[src/rtl/calc_pkg.sv]
// Shared types for the keypad calculator controller.
// Key codes, ALU opcodes, FSM states and key-map helpers.
package calc_pkg;

  typedef enum logic [4:0] {
    K_D0  = 5'd0,
    K_D1  = 5'd1,
    K_D2  = 5'd2,
    K_D3  = 5'd3,
    K_D4  = 5'd4,
    K_D5  = 5'd5,
    K_D6  = 5'd6,
    K_D7  = 5'd7,
    K_D8  = 5'd8,
    K_D9  = 5'd9,
    K_ADD = 5'd10,
    K_SUB = 5'd11,
    K_MUL = 5'd12,
    K_DIV = 5'd13,
    K_EQ  = 5'd14,
    K_CLR = 5'd15,
    K_NONE = 5'd16
  } key_t;

  typedef enum logic [1:0] {
    OP_ADD = 2'd0,
    OP_SUB = 2'd1,
    OP_MUL = 2'd2,
    OP_DIV = 2'd3
  } alu_op_t;

  typedef enum logic [2:0] {
    S_A,
    S_B,
    S_EXEC,
    S_WAIT,
    S_RES,
    S_ERR
  } state_t;

  localparam logic [31:0] ERR_DISPLAY = 32'hFFFF_FFFF;

  // idx = {row_index, col_index}
  function automatic key_t key_lut(input logic [3:0] idx);
    key_t k;
    unique case (idx)
      4'd0:  k = K_D1;
      4'd1:  k = K_D2;
      4'd2:  k = K_D3;
      4'd3:  k = K_ADD;
      4'd4:  k = K_D4;
      4'd5:  k = K_D5;
      4'd6:  k = K_D6;
      4'd7:  k = K_SUB;
      4'd8:  k = K_D7;
      4'd9:  k = K_D8;
      4'd10: k = K_D9;
      4'd11: k = K_MUL;
      4'd12: k = K_CLR;
      4'd13: k = K_D0;
      4'd14: k = K_EQ;
      4'd15: k = K_DIV;
    endcase
    return k;
  endfunction

  function automatic alu_op_t key_to_op(input key_t k);
    alu_op_t o;
    o = OP_ADD;
    if (k == K_SUB) o = OP_SUB;
    if (k == K_MUL) o = OP_MUL;
    if (k == K_DIV) o = OP_DIV;
    return o;
  endfunction

endpackage

[src/rtl/key_debounce.sv]
// Keypad front end: 2-flop sync, stability count, key decode.
// Emits a one-cycle key_valid pulse per accepted press.
module key_debounce
  import calc_pkg::*;
#(
  parameter int DEBOUNCE_CYCLES = 4
) (
  input  logic       clk,
  input  logic       reset,
  input  logic [3:0] row,
  input  logic [3:0] col,
  output logic       key_valid,
  output key_t       key_code
);

  localparam int CW = $clog2(DEBOUNCE_CYCLES + 1);
  localparam logic [CW-1:0] CMAX = CW'(DEBOUNCE_CYCLES);

  logic [7:0]    sync1_q, sync1_d;
  logic [7:0]    sync2_q, sync2_d;
  logic [7:0]    prev_q, prev_d;
  logic [7:0]    last_q, last_d;
  logic [CW-1:0] cnt_q, cnt_d;
  logic          kv_q, kv_d;
  key_t          kc_q, kc_d;

  logic [3:0] r, c;
  logic [1:0] ri, ci;
  logic       ok, stable;

  // Sync, count stable samples, and fire on a new valid pattern.
  always_comb begin
    sync1_d = {row, col};
    sync2_d = sync1_q;
    prev_d  = sync2_q;
    last_d  = last_q;
    kv_d    = 1'b0;
    kc_d    = K_NONE;
    r  = sync2_q[7:4];
    c  = sync2_q[3:0];
    ri = {r[3] | r[2], r[3] | r[1]};
    ci = {c[3] | c[2], c[3] | c[1]};
    ok = $onehot(r) && $onehot(c);
    if (sync2_q != 8'd0 && !ok) begin
      cnt_d = '0;
    end else if (sync2_q != prev_q) begin
      cnt_d = CW'(1);
    end else if (cnt_q != CMAX) begin
      cnt_d = cnt_q + CW'(1);
    end else begin
      cnt_d = cnt_q;
    end
    stable = (cnt_d == CMAX);
    if (stable) begin
      if (sync2_q == 8'd0) begin
        last_d = 8'd0;
      end else if (ok && sync2_q != last_q) begin
        kv_d   = 1'b1;
        kc_d   = key_lut({ri, ci});
        last_d = sync2_q;
      end
    end
  end

  // Debounce state registers.
  always_ff @(posedge clk) begin
    if (reset) begin
      sync1_q <= '0;
      sync2_q <= '0;
      prev_q  <= '0;
      last_q  <= '0;
      cnt_q   <= '0;
      kv_q    <= 1'b0;
      kc_q    <= K_NONE;
    end else begin
      sync1_q <= sync1_d;
      sync2_q <= sync2_d;
      prev_q  <= prev_d;
      last_q  <= last_d;
      cnt_q   <= cnt_d;
      kv_q    <= kv_d;
      kc_q    <= kc_d;
    end
  end

  assign key_valid = kv_q;
  assign key_code  = kc_q;

endmodule

[src/rtl/calc_sequencer.sv]
// Keypad calculator controller: operand entry FSM,
// ALU start/done handshake and registered display value.
module calc_sequencer
  import calc_pkg::*;
#(
  parameter int DEBOUNCE_CYCLES = 4,
  parameter int MAX_DIGITS      = 9
) (
  input  logic        clk,
  input  logic        reset,
  input  logic [3:0]  IO_P4_ROW,
  input  logic [3:0]  IO_P4_COL,
  input  logic        alu_done,
  input  logic [31:0] alu_result,
  input  logic        alu_err,
  output logic        alu_start,
  output logic [31:0] alu_a,
  output logic [31:0] alu_b,
  output logic [1:0]  alu_op,
  output logic [31:0] answer,
  output logic        err
);

  localparam int DW = $clog2(MAX_DIGITS + 1);
  localparam logic [DW-1:0] DMAX = DW'(MAX_DIGITS);

  logic key_valid;
  key_t key_code;

  key_debounce #(
    .DEBOUNCE_CYCLES(DEBOUNCE_CYCLES)
  ) u_kdb (
    .clk      (clk),
    .reset    (reset),
    .row      (IO_P4_ROW),
    .col      (IO_P4_COL),
    .key_valid(key_valid),
    .key_code (key_code)
  );

  state_t        state_q, state_d;
  logic [31:0]   a_q, a_d, b_q, b_d;
  logic [DW-1:0] da_q, da_d, db_q, db_d;
  alu_op_t       op_q, op_d;
  logic          start_q, start_d;
  logic [31:0]   alu_a_q, alu_a_d;
  logic [31:0]   alu_b_q, alu_b_d;
  alu_op_t       alu_op_q, alu_op_d;
  logic [31:0]   answer_q, answer_d;

  logic        is_dig, is_op, is_eq, is_clr;
  logic [31:0] dval;

  assign is_dig = key_valid && (key_code <= K_D9);
  assign is_op  = key_valid && (key_code inside {K_ADD, K_SUB, K_MUL, K_DIV});
  assign is_eq  = key_valid && (key_code == K_EQ);
  assign is_clr = key_valid && (key_code == K_CLR);
  assign dval   = {28'd0, key_code[3:0]};

  // Next state, operand entry, ALU request and display source.
  always_comb begin
    state_d  = state_q;
    a_d      = a_q;
    b_d      = b_q;
    da_d     = da_q;
    db_d     = db_q;
    op_d     = op_q;
    start_d  = 1'b0;
    alu_a_d  = alu_a_q;
    alu_b_d  = alu_b_q;
    alu_op_d = alu_op_q;
    if (is_clr && !(state_q == S_WAIT && alu_done)) begin
      state_d = S_A;
      a_d     = '0;
      b_d     = '0;
      da_d    = '0;
      db_d    = '0;
      op_d    = OP_ADD;
    end else begin
      unique case (state_q)
        S_A: begin
          if (is_dig && da_q < DMAX) begin
            a_d  = a_q * 32'd10 + dval;
            da_d = da_q + DW'(1);
          end else if (is_op) begin
            op_d    = key_to_op(key_code);
            b_d     = '0;
            db_d    = '0;
            state_d = S_B;
          end
        end
        S_B: begin
          if (is_dig && db_q < DMAX) begin
            b_d  = b_q * 32'd10 + dval;
            db_d = db_q + DW'(1);
          end else if (is_op && db_q == '0) begin
            op_d = key_to_op(key_code);
          end else if (is_eq && db_q != '0) begin
            start_d  = 1'b1;
            alu_a_d  = a_q;
            alu_b_d  = b_q;
            alu_op_d = op_q;
            state_d  = S_EXEC;
          end
        end
        S_EXEC: state_d = S_WAIT;
        S_WAIT: begin
          if (alu_done) begin
            if (alu_err) begin
              state_d = S_ERR;
            end else begin
              a_d     = alu_result;
              da_d    = DMAX;
              state_d = S_RES;
            end
          end
        end
        S_RES: begin
          if (is_dig) begin
            a_d     = dval;
            da_d    = DW'(1);
            state_d = S_A;
          end else if (is_op) begin
            op_d    = key_to_op(key_code);
            b_d     = '0;
            db_d    = '0;
            state_d = S_B;
          end
        end
        S_ERR: state_d = S_ERR;
        default: state_d = S_A;
      endcase
    end
    unique case (state_d)
      S_A, S_RES: answer_d = a_d;
      S_B:        answer_d = (db_d != '0) ? b_d : a_d;
      S_ERR:      answer_d = ERR_DISPLAY;
      default:    answer_d = answer_q;
    endcase
  end

  // Controller registers.
  always_ff @(posedge clk) begin
    if (reset) begin
      state_q  <= S_A;
      a_q      <= '0;
      b_q      <= '0;
      da_q     <= '0;
      db_q     <= '0;
      op_q     <= OP_ADD;
      start_q  <= 1'b0;
      alu_a_q  <= '0;
      alu_b_q  <= '0;
      alu_op_q <= OP_ADD;
      answer_q <= '0;
    end else begin
      state_q  <= state_d;
      a_q      <= a_d;
      b_q      <= b_d;
      da_q     <= da_d;
      db_q     <= db_d;
      op_q     <= op_d;
      start_q  <= start_d;
      alu_a_q  <= alu_a_d;
      alu_b_q  <= alu_b_d;
      alu_op_q <= alu_op_d;
      answer_q <= answer_d;
    end
  end

  assign alu_start = start_q;
  assign alu_a     = alu_a_q;
  assign alu_b     = alu_b_q;
  assign alu_op    = alu_op_q;
  assign answer    = answer_q;
  assign err       = (state_q == S_ERR);

endmodule

[config.mk]
export PLATFORM = sky130hd
export DESIGN_NAME = calc_sequencer
export DESIGN_NICKNAME = d
export VERILOG_FILES = /design/src/rtl/calc_pkg.sv /design/src/rtl/key_debounce.sv /design/src/rtl/calc_sequencer.sv
export SDC_FILE = /design/constraint.sdc
export NUM_CORES = 1
export LEC_CHECK = 0
export CAP_MARGIN = 20
export CORE_MARGIN = 1.5
export CORE_UTILIZATION = 55
export CTS_BUF_LIST = sky130_fd_sc_hd__clkbuf_8 sky130_fd_sc_hd__clkbuf_16
export DETAILED_ROUTE_END_ITERATION = 7
export PLACE_DENSITY = 0.77
export RECOVER_POWER = 50
export SETUP_SLACK_MARGIN = 0.02
export SKIP_CTS_REPAIR_TIMING = 1
export SLEW_MARGIN = 40
export SYNTH_ARGS = -nofsm -noshare
export SYNTH_HDL_FRONTEND = slang
export SYNTH_SLANG_ARGS = --single-unit
[constraint.sdc]
create_clock -name clk -period 5 [get_ports clk]
set_input_delay 1.25 -clock clk [delete_from_list [all_inputs] [get_ports clk]]
set_output_delay 1.25 -clock clk [all_outputs]
set_load 0.03 [all_outputs]
* Word level (Yosys, flattened, before mapping)
Memories as Yosys holds them, arrays and structs flattened. A register that Yosys moved wholly into a read port is not among the register bits.
Index checks and enable logic that the tools add are counted.
W data, S select, Z words.
** Storage, ports and cells
- Bits in registers :: 217
- Latch bits :: 0
- Memory bits (writable) :: 0
- ROM bits :: 64
- Output and inout bits :: 100
- Word-level logic and storage cells :: 160
- Memories kept :: 1
** Memory list
- (no name shown) :: words 16, bits a word 4, read ports 1, clocked after Yosys merged registers in 1, write ports 0, line calc_pkg.sv:46 : unique case (idx)
** Cells by class
- Add/subtract/negate cells :: 11
- Multipliers :: 2
- Div/mod/pow operators :: 0
- $lt $le $gt $ge :: 3
- Equality and inequality tests :: 28
- Shift operators :: 0
- Muxes and demuxes :: 51
- Bitwise logic cells :: 10
- Reduce and logical (&&, ||, !) cells :: 36
** Operators by type and width (count)
- $mux W32 :: 11
- $pmux W32 S3 :: 3
- $add A32 B4 Y32 :: 2
- $mul A32 B3 Y31 const B :: 2
- $mux W4 :: 9
- $mux W3 :: 11
- $eq A5 B4 Y1 const B :: 6
- $pmux W4 S3 :: 2
- $pmux W3 S6 :: 1
- $mux W8 :: 2
- $ne A2 B2 Y1 const B :: 8
- $ne A8 B8 Y1 :: 2
- $eq A3 B3 Y1 const B :: 5
- $reduce_and A5 Y1 :: 3
- $mux W2 :: 7
- $logic_and A1 B1 Y1 :: 13
- $eq A3 B1 Y1 const B :: 4
- $reduce_bool A4 Y1 :: 3
- $reduce_bool A3 Y1 :: 3
- $add A1 B1 Y2 :: 4
- $add A4 B1 Y4 const B :: 2
- $logic_not A8 Y1 :: 1
- $lt A4 B4 Y1 const B :: 2
- $reduce_bool A8 Y1 :: 1
- other kinds (18) :: 34

* Logic depth before layout (Yosys ltp)
- Word-level depth :: 11
- Mapped depth :: 16
- Mapped depth without buffers :: 14

* Modules after synthesis
From an unflattened synthesis, not the netlist that was laid out.
** Unflattened totals
- Cells, all modules :: 1812
- Area total of the unflattened synthesis :: 14440.1 µm²
** By module, submodules not included
- calc_sequencer :: instances 1, cells each 1615, area an instance 12570.8 µm², seq. area each 3523.4 µm²
- key_debounce :: instances 1, cells each 197, area an instance 1869.3 µm², seq. area each 820.8 µm²

* Worst setup path before layout
Ideal clock, no wire load.
- Path kind :: reg2reg
- Start :: register a_q[1]
- End :: register answer_q[31] (netlist: answer[31])
- Arrival :: 3631 ps
- Slack :: 1282 ps
- Stages on the path, launching flop included :: 15
- Clock period less this slack :: 3718 ps
- Cell sequence :: dfxtp_1 > ha_1 > ha_1 > fa_1 > a211oi_2 > o21a_1 > nor2_1 > o2111ai_1 > o211ai_1 > xor2_1 > or3b_1 > nor4_1 > xnor2_1 > nand2_1 > a221oi_2
** On the way
- Word-level cells in the longest chain between the ends :: 7
** Ends and longest elaborated chain
- from (decl) :: line calc_sequencer.sv:42 : logic [31:0] a_q, a_d, b_q, b_d;
- from (signal assigned) :: line calc_sequencer.sv:146 : a_q <= '0;
- from (signal assigned) :: line calc_sequencer.sv:158 : a_q <= a_d;
- $mul A32 B3 Y31 (*) :: line calc_sequencer.sv:83 : a_d = a_q * 32'd10 + dval;
- $add A32 B4 Y32 (*) :: line calc_sequencer.sv:83
- $mux W32 (*) :: line calc_sequencer.sv:82 : if (is_dig && da_q < DMAX) begin
- $pmux W32 S3 (*) :: line calc_sequencer.sv:80 : unique case (state_q)
- $mux W32 (*) :: line calc_sequencer.sv:72 : if (is_clr && !(state_q == S_WAIT && alu_done)) begin
- $mux W32 :: line calc_sequencer.sv:136 : S_B: answer_d = (db_d != '0) ? b_d : a_d;
- $pmux W32 S3 (*) :: line calc_sequencer.sv:134 : unique case (state_d)
- to (signal assigned) :: line calc_sequencer.sv:167 : answer_q <= answer_d;
- to (decl) :: line calc_sequencer.sv:49 : logic [31:0] answer_q, answer_d;
Mark *: on every way between the ends. The rest lies on a longest branch, timed or not.
A chain may end at the register's enable or synchronous reset.

==> reports/summary.md <==
For met2 alone, demand over resource in global routing was 48.9%. The number of synthesis warnings was 0. For this run, the detailed router's first-pass iteration total came to 6. Counting the buffers created by CTS gives 25.

After the first detailed-routing iteration, the DRC count stood at 1,126. Most common cell type on the critical path: sky130_fd_sc_hd__clkbuf_1. Deepest level of the CTS H-tree: 1. The tools report the worst path arrival time as 4870 ps. In the routed layout, each cell is associated on average with a via count of 6.14. In the final layout, the multi-input gates occupy 9850 µm². The cell chosen for the clock root is sky130_fd_sc_hd__clkbuf_16.

The count of max-cap constraint violations was 2. The worst setup path is captured at a register. The per-cell routed wire length was 18.7 µm. The final total power was 3.96 mW. At the end of routability-driven placement, the weighted congestion stood at 0.936. For the count of final hold-check violations, the log shows 0.

Fraction of synthesis flops using an asynchronous set or reset pin: 0%. In this run the horizontal extent of the chip is 167 µm. Measured against its own limit, the worst slew margin works out to -44.6%.

144 I/O pins were placed. Ranked by total cell area, the synthesized netlist is headed by sky130_fd_sc_hd__dfxtp_1 29%, sky130_fd_sc_hd__ha_1 12%, sky130_fd_sc_hd__nand2_1 6.6%. In this run, synthesis inferred 0 flip-flops with an integrated enable. sky130_fd_sc_hd__dfxtp_1 takes more of the synthesized area than any other cell.

The core region is 26,200 µm². The first global-routing pass estimated 69,600 µm of wire. The logs give 4.16% for the met3 track utilization from global routing and 2,309 for the count of fill cells added during filler insertion. The path class of the tightest hold or removal check is reg -> reg. The fraction of final layout cells with drive strength greater than 1 was 6.01%. Among cell families on the critical path, the largest total delay comes from buffers and inverters. The number of slew-limit violations in the final report is 95, and the number of clock sinks is 217. Timing analysis after detailed placement gives a worst setup slack of 706 ps. In this run the power density over the cells is 230 nW/µm². Counting instances in the post-synthesis netlist gives the leading cell types as 261 x sky130_fd_sc_hd__nand2_1, 217 x sky130_fd_sc_hd__dfxtp_1, 193 x sky130_fd_sc_hd__nor2_1, 176 x sky130_fd_sc_hd__a21oi_1, 137 x sky130_fd_sc_hd__ha_1. From synthesis to final layout, the design area changed by 16.5%.

The signal on the critical path passes through clkbuf_1, nand2b_1, clkbuf_1, clkbuf_1, nor2_1. The most common cell in the synthesized netlist is sky130_fd_sc_hd__nand2_1. The floorplan has 59 rows. For this run, design rule violations remaining after detail routing come to 0. The average instance area after synthesis works out to 7.93 µm². The flip-flop and latch count after synthesis was 217. Clock-pin slew was measured on the worst setup and hold paths at 60 ps.

The worst-case IR drop observed on VDD is 0.000279 V. Counting distinct cell types in the post-synthesis netlist gives 106. The mapped netlist covers 14,800 µm².

Leaving out filler cells and counting taps, the final layout contains 2,300. The die is 167 µm tall. The global routing stage identified its most utilized layer as met2. Start point of the critical path: reset.

TritonCTS built the clock tree. The run gives 32,400 µm as the post-DP HPWL. The startpoint identified for the worst hold timing path is u_kdb.sync1_q[7]$_SDFF_PP0_. The analysis attributes to cell leakage a power of 7.14 nW.

Count of buffering cells on the critical path with inverters included: 3. The number of instances in the synthesized netlist was 1,868; the sum of overflow across all layers after global routing was 0. Across the whole layout, storage elements account for 4340 µm². The clock passes through at most 3 buffers. Input and output buffers added on the ports amount to 143.

The floorplan step defined a die boundary enclosing 27,900 µm². The tools report the startpoint of the worst register-to-register path as a_q[1]$_SDFF_PP0_. For this configuration, the core starts out at a cell density of 56.5%. Entering global routing, the biggest net connects 69 pins. The longest individual stage delay on the worst path was 1520 ps. The checks that failed: capacitance limit, slew limit.

The biggest fanout along the worst timing path is 41, and the shortest clock period the worst path allows after layout is 4490 ps. Setup violations remaining at the end of the flow were counted as 0. For the initial antenna violation count, the log shows 1.

The required time of the worst setup path came out at 5380 ps. Global routing used 41.5% of the available met1 tracks. For the number of routed nets with antenna violations, the log shows 0. Of the available clock period, the critical path in the final layout requires 89.8%. The clock arrives with 16.2 ps of skew.

The run gives 65.8% as the core occupancy in the finished layout. The run finished, with violations left. Setup repair after global routing left no endpoint under its margin. For the setup TNS, the log shows 0 ps.

The startpoint type of the worst setup path is an input pin. The synthesized design devotes to its leading area cell type 29.3% of total area. At the pin with the least slew margin, the transition time is 2170 ps. Among all stages on the critical path, the largest delay is contributed by sky130_fd_sc_hd__clkbuf_1.

The part of the Yosys area used for sequential elements was 29.3%. 0 antenna diodes ended up in the layout. The via count of the first global-routing pass was 13,300; the clock insertion delay at the later pin of the skew report was 550 ps. For this block, the via count after detailed routing is 14,100. The number of nets in the synthesized netlist is 2,055.

Counting tap cells, the placed design contains a total of 2,254 instances. The run gives 30.4% as the overall routing resource usage. The final net count is 2,133. The highest attainable clock frequency is 0.223 GHz. The most common flop cell mapped by yosys was sky130_fd_sc_hd__dfxtp_1. Setup slack closes at 510 ps. Critical path class: in -> reg. For the total length of routed wires, the log shows 42,900 µm.
-- worst register-to-register path: cells and delay by family (launching register included) --
family,cells,cell delay [ps]
compound gates,5,1380
simple gates,4,1030
fa+ha+maj,3,930
xor+xnor,2,510
flops,1,450
-- metal layers --
layer,part of all wire (%),wire length (µm)
met1,45,19300
met2,45,19200
met3,6.6,2830
met4,3.7,1590
met5,0.044,19
-- registers in the layout (all words and copies together) (netlist names) --
name and flops:
a_q 32, alu_a 32, alu_b 32, alu_op 2, alu_start 1, answer 32, b_q 32, da_q 4
db_q 4, op_q 2, state_q 3, u_kdb.cnt_q 3, u_kdb.key_code 5, u_kdb.key_valid 1, u_kdb.last_q 8, u_kdb.prev_d 8
u_kdb.prev_q 8, u_kdb.sync1_q 8
-- stage by stage --
| stage | hold WS [ps] | area (µm²) |
|---|---|---|
| after CTS | 441 | 17300 |
| final | 440 | 17300 |
| after global routing | 447 | 17300 |
| after detailed placement | 425 | 16300 |
| after floorplan | 414 | 14800 |
| after global placement | 416 | 16300 |
-- cells in the final DEF (no fill, tap or decap), drive strengths merged, types with 13 or more instances in the layout --
master / n
a21o: 23
nor2: 193
a31oi: 19
nor2b: 29
a211oi: 26
ha: 137
or3: 14
and2: 18
o21ai: 80
a22oi: 17
and3: 22
xnor2: 67
nand2: 261
dlygate4sd3: 44
a222oi: 13
clkdlybuf4s50: 98
o21a: 13
a21oi: 180
inv: 41
buf: 14
nor3: 54
nand4: 33
clkbuf: 36
nand3: 48
o211ai: 20
xor2: 37
dfxtp: 217
-- logic make-up after synthesis --
family | count (synthesis) | synth area share (%)
mux | 11 | 0.786
flops | 217 | 29.3
buf+inv | 149 | 4.34
simple gates | 742 | 24.0
fa+ha+maj | 144 | 12.5
compound gates | 501 | 22.9
xor+xnor | 104 | 6.15
-- path summary, 6_finish.rpt --
check / to / slack, ps / cells past startpoint
worst max-delay path: b_q[31]$_SDFF_PP0_ / 510 / 5
worst min-delay path: u_kdb.prev_d[7]$_SDFF_PP0_ / 440 / 1
worst max register to register: answer[31]$_SDFFE_PP0P_ / 610 / 14
worst min register to register: u_kdb.prev_d[7]$_SDFF_PP0_ / 440 / 1
-- power by group --
group	total (mW)	switching, mW	internal [mW]
logic	0.128	0.0719	0.0560
clock network	2.09	0.784	1.31
registers	1.75	0.00789	1.74
total	3.96	0.864	3.10
-- area by class of cell --
type | instances | share of cell area, %
Multi-Input combinational cell | 1502 | 57.1
Clock buffer | 30 | 4.03
Sequential cell | 217 | 25.2
Tap cell | 335 | 2.43
Timing Repair Buffer | 162 | 8.99
Clock inverter | 16 | 1.48
Inverter | 38 | 0.827
Note: power is estimated with default switching activity, not from simulation.
